**config.mk**
```make
export PLATFORM = sky130hd
export DESIGN_NAME = lzd_pipe
export DESIGN_NICKNAME = d
export VERILOG_FILES = /design/src/rtl/lzd_pkg.sv /design/src/rtl/lzd_4b.sv /design/src/rtl/lzd_pipe.sv
export SDC_FILE = /design/constraint.sdc
export NUM_CORES = 1
export LEC_CHECK = 0
export ABC_AREA = 1
export BUFFER_PORTS_ARGS = -buffer_cell sky130_fd_sc_hd__buf_4
export CORE_ASPECT_RATIO = 0.75
export CORE_MARGIN = 2
export CORE_UTILIZATION = 30
export CTS_CLUSTER_SIZE = 10
export DETAILED_ROUTE_END_ITERATION = 16
export PLACE_DENSITY_LB_ADDON = 0.05
export SLEW_MARGIN = 15
export SYNTH_ARGS = -nofsm -noshare
export SYNTH_HDL_FRONTEND = slang
export SYNTH_HIERARCHICAL = 1
export SYNTH_SLANG_ARGS = --single-unit
```
**constraint.sdc**
```tcl
create_clock -name i_clk -period 3.7 [get_ports i_clk]
set_input_delay 0.185 -clock i_clk [delete_from_list [all_inputs] [get_ports i_clk]]
set_output_delay 0.185 -clock i_clk [all_outputs]
set_load 0.005 [all_outputs]
```
**src/rtl/lzd_pkg.sv**
```systemverilog
// Shared constants, leaf-result type and width helper for the lzd_pipe leading-zero detector.
package lzd_pkg;

    localparam int LZD_LEAF_W = 4;
    localparam int LZD_STAGES = 2;

    typedef struct packed {
        logic       any;
        logic [1:0] pos;
    } leaf_t;

    function automatic int clog2(input int value);
        int r;
        r = 0;
        while ((1 << r) < value) r++;
        return r;
    endfunction

endpackage

```
**src/rtl/lzd_4b.sv**
```systemverilog
// Nibble leaf detector: flags a nonzero nibble and reports the index of its highest set bit.
module lzd_4b
    import lzd_pkg::*;
(
    input  logic [LZD_LEAF_W-1:0] nib,
    output leaf_t                 res
);

    always_comb begin
        res.any = |nib;
        if (nib[3])      res.pos = 2'd3;
        else if (nib[2]) res.pos = 2'd2;
        else if (nib[1]) res.pos = 2'd1;
        else             res.pos = 2'd0;
    end

endmodule

```
**src/rtl/lzd_pipe.sv**
```systemverilog
// Two-stage leading-zero / priority detector with valid/ready handshake and sideband tag.
// Optional normaliser output o_norm is built when LZD_PIPE_NORM_EN is defined.
module lzd_pipe
    import lzd_pkg::*;
#(
    parameter int WIDTH = 32,
    parameter int TAG_W = 4
)(
    input  logic                    i_clk,
    input  logic                    i_rstn,
    input  logic                    i_valid,
    output logic                    o_ready,
    input  logic [WIDTH-1:0]        i_a,
    input  logic [TAG_W-1:0]        i_tag,
    output logic                    o_valid,
    input  logic                    i_ready,
    output logic [clog2(WIDTH)-1:0] o_po,
    output logic                    o_po_valid,
    output logic [clog2(WIDTH):0]   o_lzc,
    output logic [TAG_W-1:0]        o_tag
`ifdef LZD_PIPE_NORM_EN
    ,
    output logic [WIDTH-1:0]        o_norm
`endif
);

    localparam int NLEAF = WIDTH / LZD_LEAF_W;
    localparam int PO_W  = clog2(WIDTH);
    localparam int LZC_W = PO_W + 1;
    localparam int NL_W  = clog2(NLEAF);

    leaf_t [NLEAF-1:0] leaf_c;
    leaf_t [NLEAF-1:0] leaf_p1;
    logic [TAG_W-1:0]  tag_p1;
    logic              vld_p1;
    logic              vld_p2;
    logic              en1;
    logic              en2;

    logic              any_m;
    logic [PO_W-1:0]   po_m;
    logic [LZC_W-1:0]  lzc_m;

    logic [PO_W-1:0]   po_p2;
    logic              pov_p2;
    logic [LZC_W-1:0]  lzc_p2;
    logic [TAG_W-1:0]  tag_p2;

    // A stage loads when empty or when its contents leave in the same cycle.
    assign en2     = !vld_p2 || i_ready;
    assign en1     = !vld_p1 || en2;
    assign o_ready = i_rstn && en1;

    for (genvar g = 0; g < NLEAF; g++) begin : g_leaf
        lzd_4b u_leaf (
            .nib (i_a[g*LZD_LEAF_W +: LZD_LEAF_W]),
            .res (leaf_c[g])
        );
    end

    // ---- stage 1: per-nibble leaf results ----
    always_ff @(posedge i_clk) begin
        if (!i_rstn)  vld_p1 <= 1'b0;
        else if (en1) vld_p1 <= i_valid;
    end

    always_ff @(posedge i_clk) begin
        if (en1 && i_valid) begin
            leaf_p1 <= leaf_c;
            tag_p1  <= i_tag;
        end
    end

    // Ascending scan so the most-significant nonzero nibble wins.
    always_comb begin
        any_m = 1'b0;
        po_m  = '0;
        for (int i = 0; i < NLEAF; i++) begin
            if (leaf_p1[i].any) begin
                any_m = 1'b1;
                po_m  = {NL_W'(i), leaf_p1[i].pos};
            end
        end
        lzc_m = any_m ? (LZC_W'(WIDTH - 1) - {1'b0, po_m}) : LZC_W'(WIDTH);
    end

    // ---- stage 2: merged tree result ----
    always_ff @(posedge i_clk) begin
        if (!i_rstn) begin
            vld_p2 <= 1'b0;
            po_p2  <= '0;
            pov_p2 <= 1'b0;
            lzc_p2 <= '0;
            tag_p2 <= '0;
        end else if (en2) begin
            vld_p2 <= vld_p1;
            if (vld_p1) begin
                po_p2  <= po_m;
                pov_p2 <= any_m;
                lzc_p2 <= lzc_m;
                tag_p2 <= tag_p1;
            end
        end
    end

    assign o_valid    = vld_p2;
    assign o_po       = po_p2;
    assign o_po_valid = pov_p2;
    assign o_lzc      = lzc_p2;
    assign o_tag      = tag_p2;

`ifdef LZD_PIPE_NORM_EN
    logic [WIDTH-1:0] a_p1;
    logic [WIDTH-1:0] norm_p2;

    always_ff @(posedge i_clk) begin
        if (en1 && i_valid) a_p1 <= i_a;
    end

    // A zero operand gives lzc=WIDTH, which shifts everything out.
    always_ff @(posedge i_clk) begin
        if (!i_rstn)                 norm_p2 <= '0;
        else if (en2 && vld_p1)      norm_p2 <= a_p1 << lzc_m;
    end

    assign o_norm = norm_p2;
`endif

endmodule

```
==> flow_metrics.env, run 1 <==
export IMPL_cts_buffers=5
export IMPL_wl_microns=3768
export IMPL_firstDrtPassIters=2
export IMPL_grt_pass1_wl_microns=6306
export IMPL_ir_drop_mv=0.1261
export IMPL_maxSlewHeadroom_pct=29.96
export IMPL_place_hpwl_microns=2846
export IMPL_clock_latency_ns=0.29
export IMPL_start_kind="register"
export IMPL_max_stage_delay_ns=0.76
export IMPL_diodes=0
export IMPL_cts_buffer_depth=2
export IMPL_path_class="register to register"
export IMPL_top_usage_layer="met1"
export IMPL_die_area_sq_um=7201
export IMPL_fin_tns_setup_ns=0
export IMPL_min_delay_worst_endpoint="tag_p1[1]$_DFFE_PP_"
export IMPL_hold_path_class="primary input to register"
export IMPL_synth_area_sq_um=1959
export IMPL_vias_per_cell=4.019
export IMPL_ios=58
export IMPL_syn_inst=224
export IMPL_initial_utilization_pct=31.01
export IMPL_tightest_slew_ns=1.049
export IMPL_finish_utilization_pct=40.51
export IMPL_fin_crit_ns=1.688
export IMPL_slew_viol_final=0
export IMPL_yosys_top_cells_area="edfxtp_1 43%, dfxtp_1 18%, nand2_1 12%"
export IMPL_drive_gt1_share_pct=26.92
export IMPL_rows=25
export IMPL_cts_tree="built"
export IMPL_leakage_nw=1.176
export IMPL_numPortBuffers=57
export IMPL_cp_required_ns=3.61
export IMPL_hold_depth=1
export IMPL_synth_warnings=6
export IMPL_worstReg2RegStart="o_valid$_SDFFE_PN0P_"
export IMPL_antenna_found_initial=0
export IMPL_drv_cap=0
export IMPL_reg2reg_depth=3
export IMPL_drc=0
export IMPL_path_cells="nand3_1 -> nand2_1 -> inv_1"
export IMPL_area_delta_synth_final_pct=30.65
export IMPL_htree_levels=2
export IMPL_max_freq_ghz=0.5923
export IMPL_cts_sinks=46
export IMPL_post_cts_buffers=0
export IMPL_drt_iter0_drc=46
export IMPL_grt_overflow=0
export IMPL_die_x_microns=97.32
export IMPL_wl_per_cell_microns=10.27
export IMPL_ys_seq_area_share_pct=61.30
export IMPL_synth_top_area_cell="edfxtp_1"
export IMPL_gp_congestion=0.7525
export IMPL_hp_start="i_tag[1]"
export IMPL_num_vias=1475
export IMPL_status="complete, no violations"
export IMPL_holdBufCountCts=0
export IMPL_syn_area_per_cell_sq_um=8.747
export IMPL_cts_reportedPaths_clkPinSlew_ns=0.08
export IMPL_cp_end_kind="register"
export IMPL_hold_violations=0
export IMPL_final_setup_viol_count=0
export IMPL_arrival_ns=1.60
export IMPL_syn_num_nets=264
export IMPL_reg2reg_to="tag_p1[0]$_DFFE_PP_"
export IMPL_synth_seq_cells=46
export IMPL_num_fill_cells=690
export IMPL_worst_path_max_fanout=28
export IMPL_cts_resized=0
export IMPL_met2_usage_pct=15.28
export IMPL_ys_types=18
export IMPL_fin_crit_sh_pct=45.63
export IMPL_grtUsageMet3_pct=3.008
export IMPL_synth_top_cell_area_share_pct=42.91
export IMPL_fin_nets=325
export IMPL_grt_max_degree=29
export IMPL_core_sq_um=6319
export IMPL_rsz0062_at_grt="no"
export IMPL_power_density_nw_per_um2=389.4
export IMPL_fin_skew_ns=0.006931
export IMPL_grtUsageMet1_pct=16.71
export IMPL_first_global_vias=1380
export IMPL_root_buffer="clkbuf_8"
export IMPL_cp_slowest_cell="inv_1"
export IMPL_reg2reg_setup_slack_ns=2.01
export IMPL_grt_util_all_layers_pct=11.23
export IMPL_final_antenna_net_count=0
export IMPL_die_h_microns=73.99
-- power by group --
group	internal (mW)	switching, mW
clock	0.147	0.154
sequential	0.572	0.0120
combinational	0.0578	0.0541
total	0.777	0.220
-- cell usage in the layout, fill, tap and decap left out, types with 7 or more instances in the layout --
cell,synthesis,final
nand2_1,62,62
buf_4,2,57
inv_1,38,38
edfxtp_1,28,28
nor2_1,27,27
dfxtp_1,18,18
a21oi_1,12,12
o21ai_0,9,9
nor2_2,9,9
nand3_1,7,7
-- cell families after synthesis --
| logic type | synth area share, % |
|---|---|
| and+or+nand+nor | 23.43 |
| DFF | 61.30 |
| buffers and inverters | 8.621 |
| AOI/OAI and AO/OA | 6.641 |
-- cells in the mapped netlist --
cell type,instances
buf_1,1
dfxtp_1,18
a21oi_1,12
inv_2,2
o21ai_1,1
nor2_2,9
inv_1,38
nor2_4,1
o21ai_0,9
nor2_1,27
o22ai_1,2
nand2_1,62
nand2_2,2
nand3_1,7
nor3_1,2
edfxtp_1,28
buf_4,2
o211ai_1,1
-- final cells by class --
class / instances / area, sq um / area share [%]
Clock inverter: 2 / 7.507 / 0.2933
Inverter: 40 / 150.1 / 5.865
Tap cell: 81 / 101.3 / 3.959
Timing Repair Buffer: 57 / 427.9 / 16.72
Clock buffer: 6 / 82.58 / 3.226
Multi-Input combinational cell: 135 / 589.3 / 23.02
Sequential cell: 46 / 1201 / 46.92
-- metrics by stage --
stage	std cells	power [mW]	worst slack, ns	hold WS [ns]	cell area, sq um
2_1_floorplan	224	0.6441	2.259	0.2839	1959
3_3_place_gp	359	0.7101	1.972	0.3670	2470
3_5_place_dp	359	0.7100	1.964	0.3660	2470
4_1_cts	367	1.014	1.954	0.05251	2560
5_1_grt	367	1.053	1.816	0.04664	2560
6_report	367	0.9968	2.012	0.06254	2560
-- layer usage --
metal	share of wire, %	vias up
met1	55	606
met4	1.9	0
met2	37	40
li1	-	822
met3	6.0	7
met5	0	-
-- worst max-delay path by stage --
stage,startpoint,to
after floorplan,o_valid$_SDFFE_PN0P_,leaf_p1[0]$_DFFE_PP_
after global placement,o_valid$_SDFFE_PN0P_,leaf_p1[5]$_DFFE_PP_
after detailed placement,o_valid$_SDFFE_PN0P_,leaf_p1[5]$_DFFE_PP_
after CTS,o_valid$_SDFFE_PN0P_,leaf_p1[1]$_DFFE_PP_
after global routing,vld_p1$_SDFFE_PN0N_,leaf_p1[0]$_DFFE_PP_
final,o_valid$_SDFFE_PN0P_,tag_p1[0]$_DFFE_PP_
-- state kept, by name, summed over array words and instances (netlist names) --
name,cells
leaf_p1,24
o_lzc,6
o_po,5
o_po_valid,1
o_tag,4
o_valid,1
tag_p1,4
vld_p1,1
-- critical path: cells and delay by family (launching register included) --
kind	cells	cell delay (ns)
buf+inv	1	0.76
flops	1	0.32
simple gates	2	0.20
Power figures use the tool's default switching activity.
==> run 2: changes to the inputs <==
clock period = 1.4 ns   (was 3.7 ns; I/O delays follow)
==> run 2 against run 1 <==
Effect of this change:
- first-iteration DRC count shrank 50%
- sequential share of layout area down 1.9 points
- via count increased by 4.1%
- largest power group unchanged
==> flow_metrics.env, run 2 (synthesized netlist as in run 1, its figures left out) <==
export IMPL_status="complete, no violations"
export IMPL_power_mw=2.630
export IMPL_antenna_found_initial=0
export IMPL_cp_top_family="simple AND/OR/NAND/NOR gates"
export IMPL_cts_reportedPaths_clkPinSlew_ns=0.08
export IMPL_htree_levels=2
export IMPL_final_antenna_net_count=0
export IMPL_firstDrtPassIters=4
export IMPL_wl_met1_microns=2116
export IMPL_gp_congestion=0.7797
export IMPL_numPortBuffers=57
export IMPL_start_kind="register"
export IMPL_cts_buffer_depth=2
export IMPL_rsz0062_at_grt="yes"
export IMPL_hold_violations=0
export IMPL_ios=58
export IMPL_worst_path_max_fanout=5
export IMPL_crit_top_cell="nand2_1"
export IMPL_cp_end_kind="register"
export IMPL_max_stage_delay_ns=0.50
export IMPL_fin_crit_ns=1.304
export IMPL_root_buffer="clkbuf_8"
export IMPL_cts_sinks=46
export IMPL_final_common_cell="nand2_1"
export IMPL_multi_input_area_sq_um=605.6
export IMPL_area_delta_synth_final_pct=36.02
export IMPL_rows=25
export IMPL_grt_util_all_layers_pct=11.95
export IMPL_path_cells="nand2_1 -> nand2_1 -> nor2_1 -> nand2_1 -> nand2_1 -> nand2_1 -> nand2_1 -> nand2_2 -> nand2_2 -> a21oi_2"
export IMPL_route_met2_wl_microns=1543
export IMPL_cp_slowest_cell="edfxtp_1"
export IMPL_maxSlewHeadroom_pct=81.38
export IMPL_regMostFlops="leaf_p1"
export IMPL_die_h_microns=73.99
export IMPL_fin_tns_setup_ns=0
export IMPL_drv_cap=0
export IMPL_timing_critical_path_buf_inv=0
export IMPL_power_density_nw_per_um2=986.9
export IMPL_largest_reg_flops=24
export IMPL_cts_tree="built"
export IMPL_wl_met3_microns=250
export IMPL_diodes=0
export IMPL_max_freq_ghz=0.7667
export IMPL_final_setup_viol_count=0
export IMPL_post_cts_buffers=0
export IMPL_cts_buffers=5
export IMPL_num_vias=1535
export IMPL_grt_overflow=0
export IMPL_seq_area_sq_um=1201
export IMPL_drc=0
export IMPL_die_area_sq_um=7201
export IMPL_clock_latency_ns=0.29
export IMPL_core_sq_um=6319
export IMPL_cp_required_ns=1.58
export IMPL_arrival_ns=1.48
export IMPL_drt_iter0_drc=23
export IMPL_fin_skew_ns=0.001881
export IMPL_hold_path_class="primary input to register"
export IMPL_die_x_microns=97.32
export IMPL_vias_per_cell=4.093
export IMPL_drive_gt1_share_pct=28.91
export IMPL_initial_utilization_pct=31.01
export IMPL_ir_drop_mv=0.3210
export IMPL_fin_crit_sh_pct=93.16
export IMPL_finish_utilization_pct=42.18
export IMPL_leakage_nw=1.209
export IMPL_layout_common_cells="60 x nand2_1, 59 x buf_4, 37 x inv_1"
export IMPL_grt_pass1_wl_microns=6686
export IMPL_first_global_vias=1478
export IMPL_slew_viol_final=0
export IMPL_num_fill_cells=665
export IMPL_path_class="register to register"
export IMPL_tightest_slew_ns=0.2772
export IMPL_wl_per_cell_microns=10.58
export IMPL_fin_nets=333
export IMPL_top_layer="met4"
export IMPL_wl_microns=3969
export IMPL_grt_max_degree=29
export IMPL_place_hpwl_microns=2967
[run 2: changes by cell type in the layout (fill, tap and decap cells not counted), moves of 2 or more]
cell           previous run  this run
nand2_1                  62        60
buf_12                    0         2
clkbuf_1                  0         3
buf_4                    57        59
clkinv_1                  2         0
nand2_2                   2         4
dlygate4sd3_1             0         4
[run 2: worst min-delay path: stages]
cell	delay, ns
buf_4	0.08
nor2_1	0.03
nand2_1	0.05
[run 2: cell type report]
cell class / instances / area share (%)
Inverter: 40 / 5.775
Sequential cell: 46 / 45.07
Timing Repair Buffer: 65 / 19.62
Multi-Input combinational cell: 135 / 22.72
Clock buffer: 8 / 3.005
Tap cell: 81 / 3.803
[run 2: layer usage]
layer / track usage, % / up-vias
met3: 4.041 / 7
met1: 16.92 / 651
met5: 0 / -
li1: - / 836
met4: 4.630 / 0
met2: 17.05 / 41
[run 2: power by group]
part	total, mW	switching, mW	leakage (nW)	internal, mW
combinational	0.330	0.152	0.771	0.178
sequential	1.54	0.0326	0.398	1.51
clock	0.758	0.403	0.0395	0.355
[run 2: path summary, 6_finish.rpt]
check / startpoint / endpoint / slack (ns) / cells past startpoint
setup / recovery: leaf_p1[11]$_DFFE_PP_ / o_lzc[1]$_SDFFE_PN0P_ / 0.1 / 10
hold / removal: i_a[4] / leaf_p1[5]$_DFFE_PP_ / 0.03 / 3
setup reg to reg: leaf_p1[11]$_DFFE_PP_ / o_lzc[1]$_SDFFE_PN0P_ / 0.1 / 10
hold reg to reg: o_lzc[3]$_SDFFE_PN0P_ / o_lzc[3]$_SDFFE_PN0P_ / 0.48 / 2
[run 2: what timing repair did]
item | 4_1_cts | 5_1_grt
endpoints found under the hold margin | 4 | 0
endpoints found under the setup margin | 0 | 6
hold buffers | 4 | 0
resized for setup | 0 | 5
[run 2: metrics by stage]
stage / hold WS (ns) / setup WS [ns] / area, sq um / std cells
after global placement: 0.2482 / 0.1029 / 2529 / 363
after global routing: 0.03044 / -0.02762 / 2665 / 375
after floorplan: 0.1689 / 0.05216 / 1963 / 224
after CTS: 0.02184 / 0.06763 / 2649 / 375
after detailed placement: 0.2493 / 0.08956 / 2529 / 363
final: 0.03085 / 0.09573 / 2665 / 375
==> run 3: changes to the inputs <==
CELL_PAD_IN_SITES_DETAIL_PLACEMENT = 0   (was not set)
CELL_PAD_IN_SITES_GLOBAL_PLACEMENT = 1   (was not set)
==> run 3 against run 2 <==
Effect of this change:
- fmax down 0.36%
- wire length up 0.88%
- count of clock-buffer cells in the layout fell by 3
==> flow_metrics.env, run 3 (synthesized netlist as in run 1, its figures left out) <==
export IMPL_path_class="register to register"
export IMPL_grt_pass1_wl_microns=7031
export IMPL_power_density_nw_per_um2=1097
export IMPL_fin_skew_ns=0.01030
export IMPL_drt_iter0_drc=39
export IMPL_firstDrtPassIters=3
export IMPL_cp_slowest_cell="edfxtp_1"
export IMPL_drc=0
export IMPL_cts_sinks=46
export IMPL_slew_viol_final=0
export IMPL_clock_latency_ns=0.30
export IMPL_tightest_slew_ns=0.3713
export IMPL_final_setup_viol_count=0
export IMPL_num_vias=1536
export IMPL_diodes=0
export IMPL_rsz0062_at_grt="yes"
export IMPL_rows=25
export IMPL_vias_per_cell=4.074
export IMPL_fin_nets=335
export IMPL_num_fill_cells=641
export IMPL_maxSlewHeadroom_pct=75.22
export IMPL_crit_top_cell="nand2_1"
export IMPL_gp_congestion=0.7142
export IMPL_leakage_nw=1.244
export IMPL_die_h_microns=73.99
export IMPL_max_stage_delay_ns=0.49
export IMPL_drv_cap=0
export IMPL_worst_path_max_fanout=5
export IMPL_root_buffer="clkbuf_8"
export IMPL_hold_violations=0
export IMPL_grt_overflow=0
export IMPL_htree_levels=2
export IMPL_reg2reg_setup_slack_ns=0.09
export IMPL_seq_area_sq_um=1201
export IMPL_start_kind="register"
export IMPL_cp_required_ns=1.64
export IMPL_grt_util_all_layers_pct=12.47
export IMPL_core_sq_um=6319
export IMPL_fin_crit_ns=1.309
export IMPL_cts_buffer_depth=2
export IMPL_cts_buffers=5
export IMPL_die_area_sq_um=7201
export IMPL_dp_cells=364
export IMPL_largest_reg_flops=24
export IMPL_antenna_found_initial=0
export IMPL_cp_end_kind="register"
export IMPL_finish_utilization_pct=43.56
export IMPL_hold_path_class="primary input to register"
export IMPL_max_freq_ghz=0.7640
export IMPL_die_x_microns=97.32
export IMPL_wl_per_cell_microns=10.62
export IMPL_initial_utilization_pct=31.01
export IMPL_cts_reportedPaths_clkPinSlew_ns=0.09
export IMPL_status="complete, no violations"
export IMPL_fin_crit_sh_pct=93.49
export IMPL_numPortBuffers=57
export IMPL_drive_gt1_share_pct=32.77
export IMPL_final_antenna_net_count=0
export IMPL_cts_tree="built"
export IMPL_path_cells="inv_2 -> nand2_4 -> nor2_4 -> nor2_1 -> nand2_1 -> nand2_1 -> nand2_1 -> nand2_1 -> nand2_2 -> nand2_2 -> a21oi_2"
export IMPL_stdcell_count=377
export IMPL_final_common_cell="buf_4"
export IMPL_multi_input_area_sq_um=638.1
export IMPL_whs_ns=0.02069
export IMPL_area_delta_synth_final_pct=40.49
export IMPL_wl_microns=4004
export IMPL_arrival_ns=1.55
export IMPL_place_hpwl_microns=3042
export IMPL_layout_common_cells="62 x buf_4, 57 x nand2_1, 37 x inv_1"
export IMPL_first_global_vias=1529
export IMPL_grt_max_degree=29
export IMPL_ios=58
export IMPL_regMostFlops="leaf_p1"
export IMPL_ir_drop_mv=0.3892
run 3: cell types whose count changed in the layout (fill, tap and decap cells not counted), moves of 2 or more:
cell	before	now
a21oi_1	11	9
a21oi_2	1	3
buf_4	59	62
bufinv_16	0	2
clkbuf_1	3	0
nand2_1	60	57
nand2_2	4	6
nor2_1	26	23
nor2_2	9	11
run 3: stage by stage:
stage | TNS [ns] | worst slack [ns] | total power [mW] | area (sq um)
6_report | 0 | 0.09108 | 3.020 | 2753
5_1_grt | -0.08541 | -0.04681 | 3.176 | 2753
4_1_cts | 0 | 0.06355 | 3.054 | 2696
3_5_place_dp | 0 | 0.09211 | 1.894 | 2524
3_3_place_gp | 0 | 0.08627 | 1.893 | 2524
2_1_floorplan | 0 | 0.05216 | 1.703 | 1963
run 3: area by class of cell:
type                            count  area share (%)
Sequential cell                    46           43.64
Clock buffer                        5           2.500
Clock inverter                      3           2.318
Tap cell                           81           3.682
Inverter                           40           5.591
Timing Repair Buffer               67           19.09
Multi-Input combinational cell    135           23.18
run 3: path summary, 6_finish.rpt:
kind	from	end	cells after the start
max	leaf_p1[11]$_DFFE_PP_	o_lzc[1]$_SDFFE_PN0P_	11
min	i_a[4]	leaf_p1[5]$_DFFE_PP_	3
max reg2reg	leaf_p1[11]$_DFFE_PP_	o_lzc[1]$_SDFFE_PN0P_	11
min reg2reg	o_lzc[3]$_SDFFE_PN0P_	o_lzc[3]$_SDFFE_PN0P_	2
run 3: report_power, final:
group | leakage [nW] | switching (mW) | internal [mW]
Combinational | 0.780 | 0.155 | 0.177
Sequential | 0.398 | 0.0347 | 1.51
Clock | 0.0658 | 0.437 | 0.706
run 3: metal layers:
| layer | global-route usage (%) | part of all wire (%) | up-vias |
|---|---|---|---|
| met5 | 0 | 0 | - |
| met4 | 5.556 | 1.9 | 0 |
| met1 | 17.43 | 53 | 649 |
| met3 | 3.383 | 5.2 | 7 |
| li1 | - | - | 842 |
| met2 | 18.44 | 39 | 38 |
run 3: critical path: cells and delay by family, from the launching register on:
kind | cells | cell delay [ns]
and+or+nand+nor | 9 | 0.53
DFF | 1 | 0.49
buffers and inverters | 1 | 0.11
AOI/OAI and AO/OA | 1 | 0.11
run 3: repair_timing:
| item | 4_1_cts | 5_1_grt |
|---|---|---|
| hold buffers | 4 | 0 |
| gates resized for setup | 0 | 15 |
| endpoints found under the hold margin | 4 | 0 |
| setup endpoints to repair | 0 | 6 |
| setup buffers | 0 | 1 |
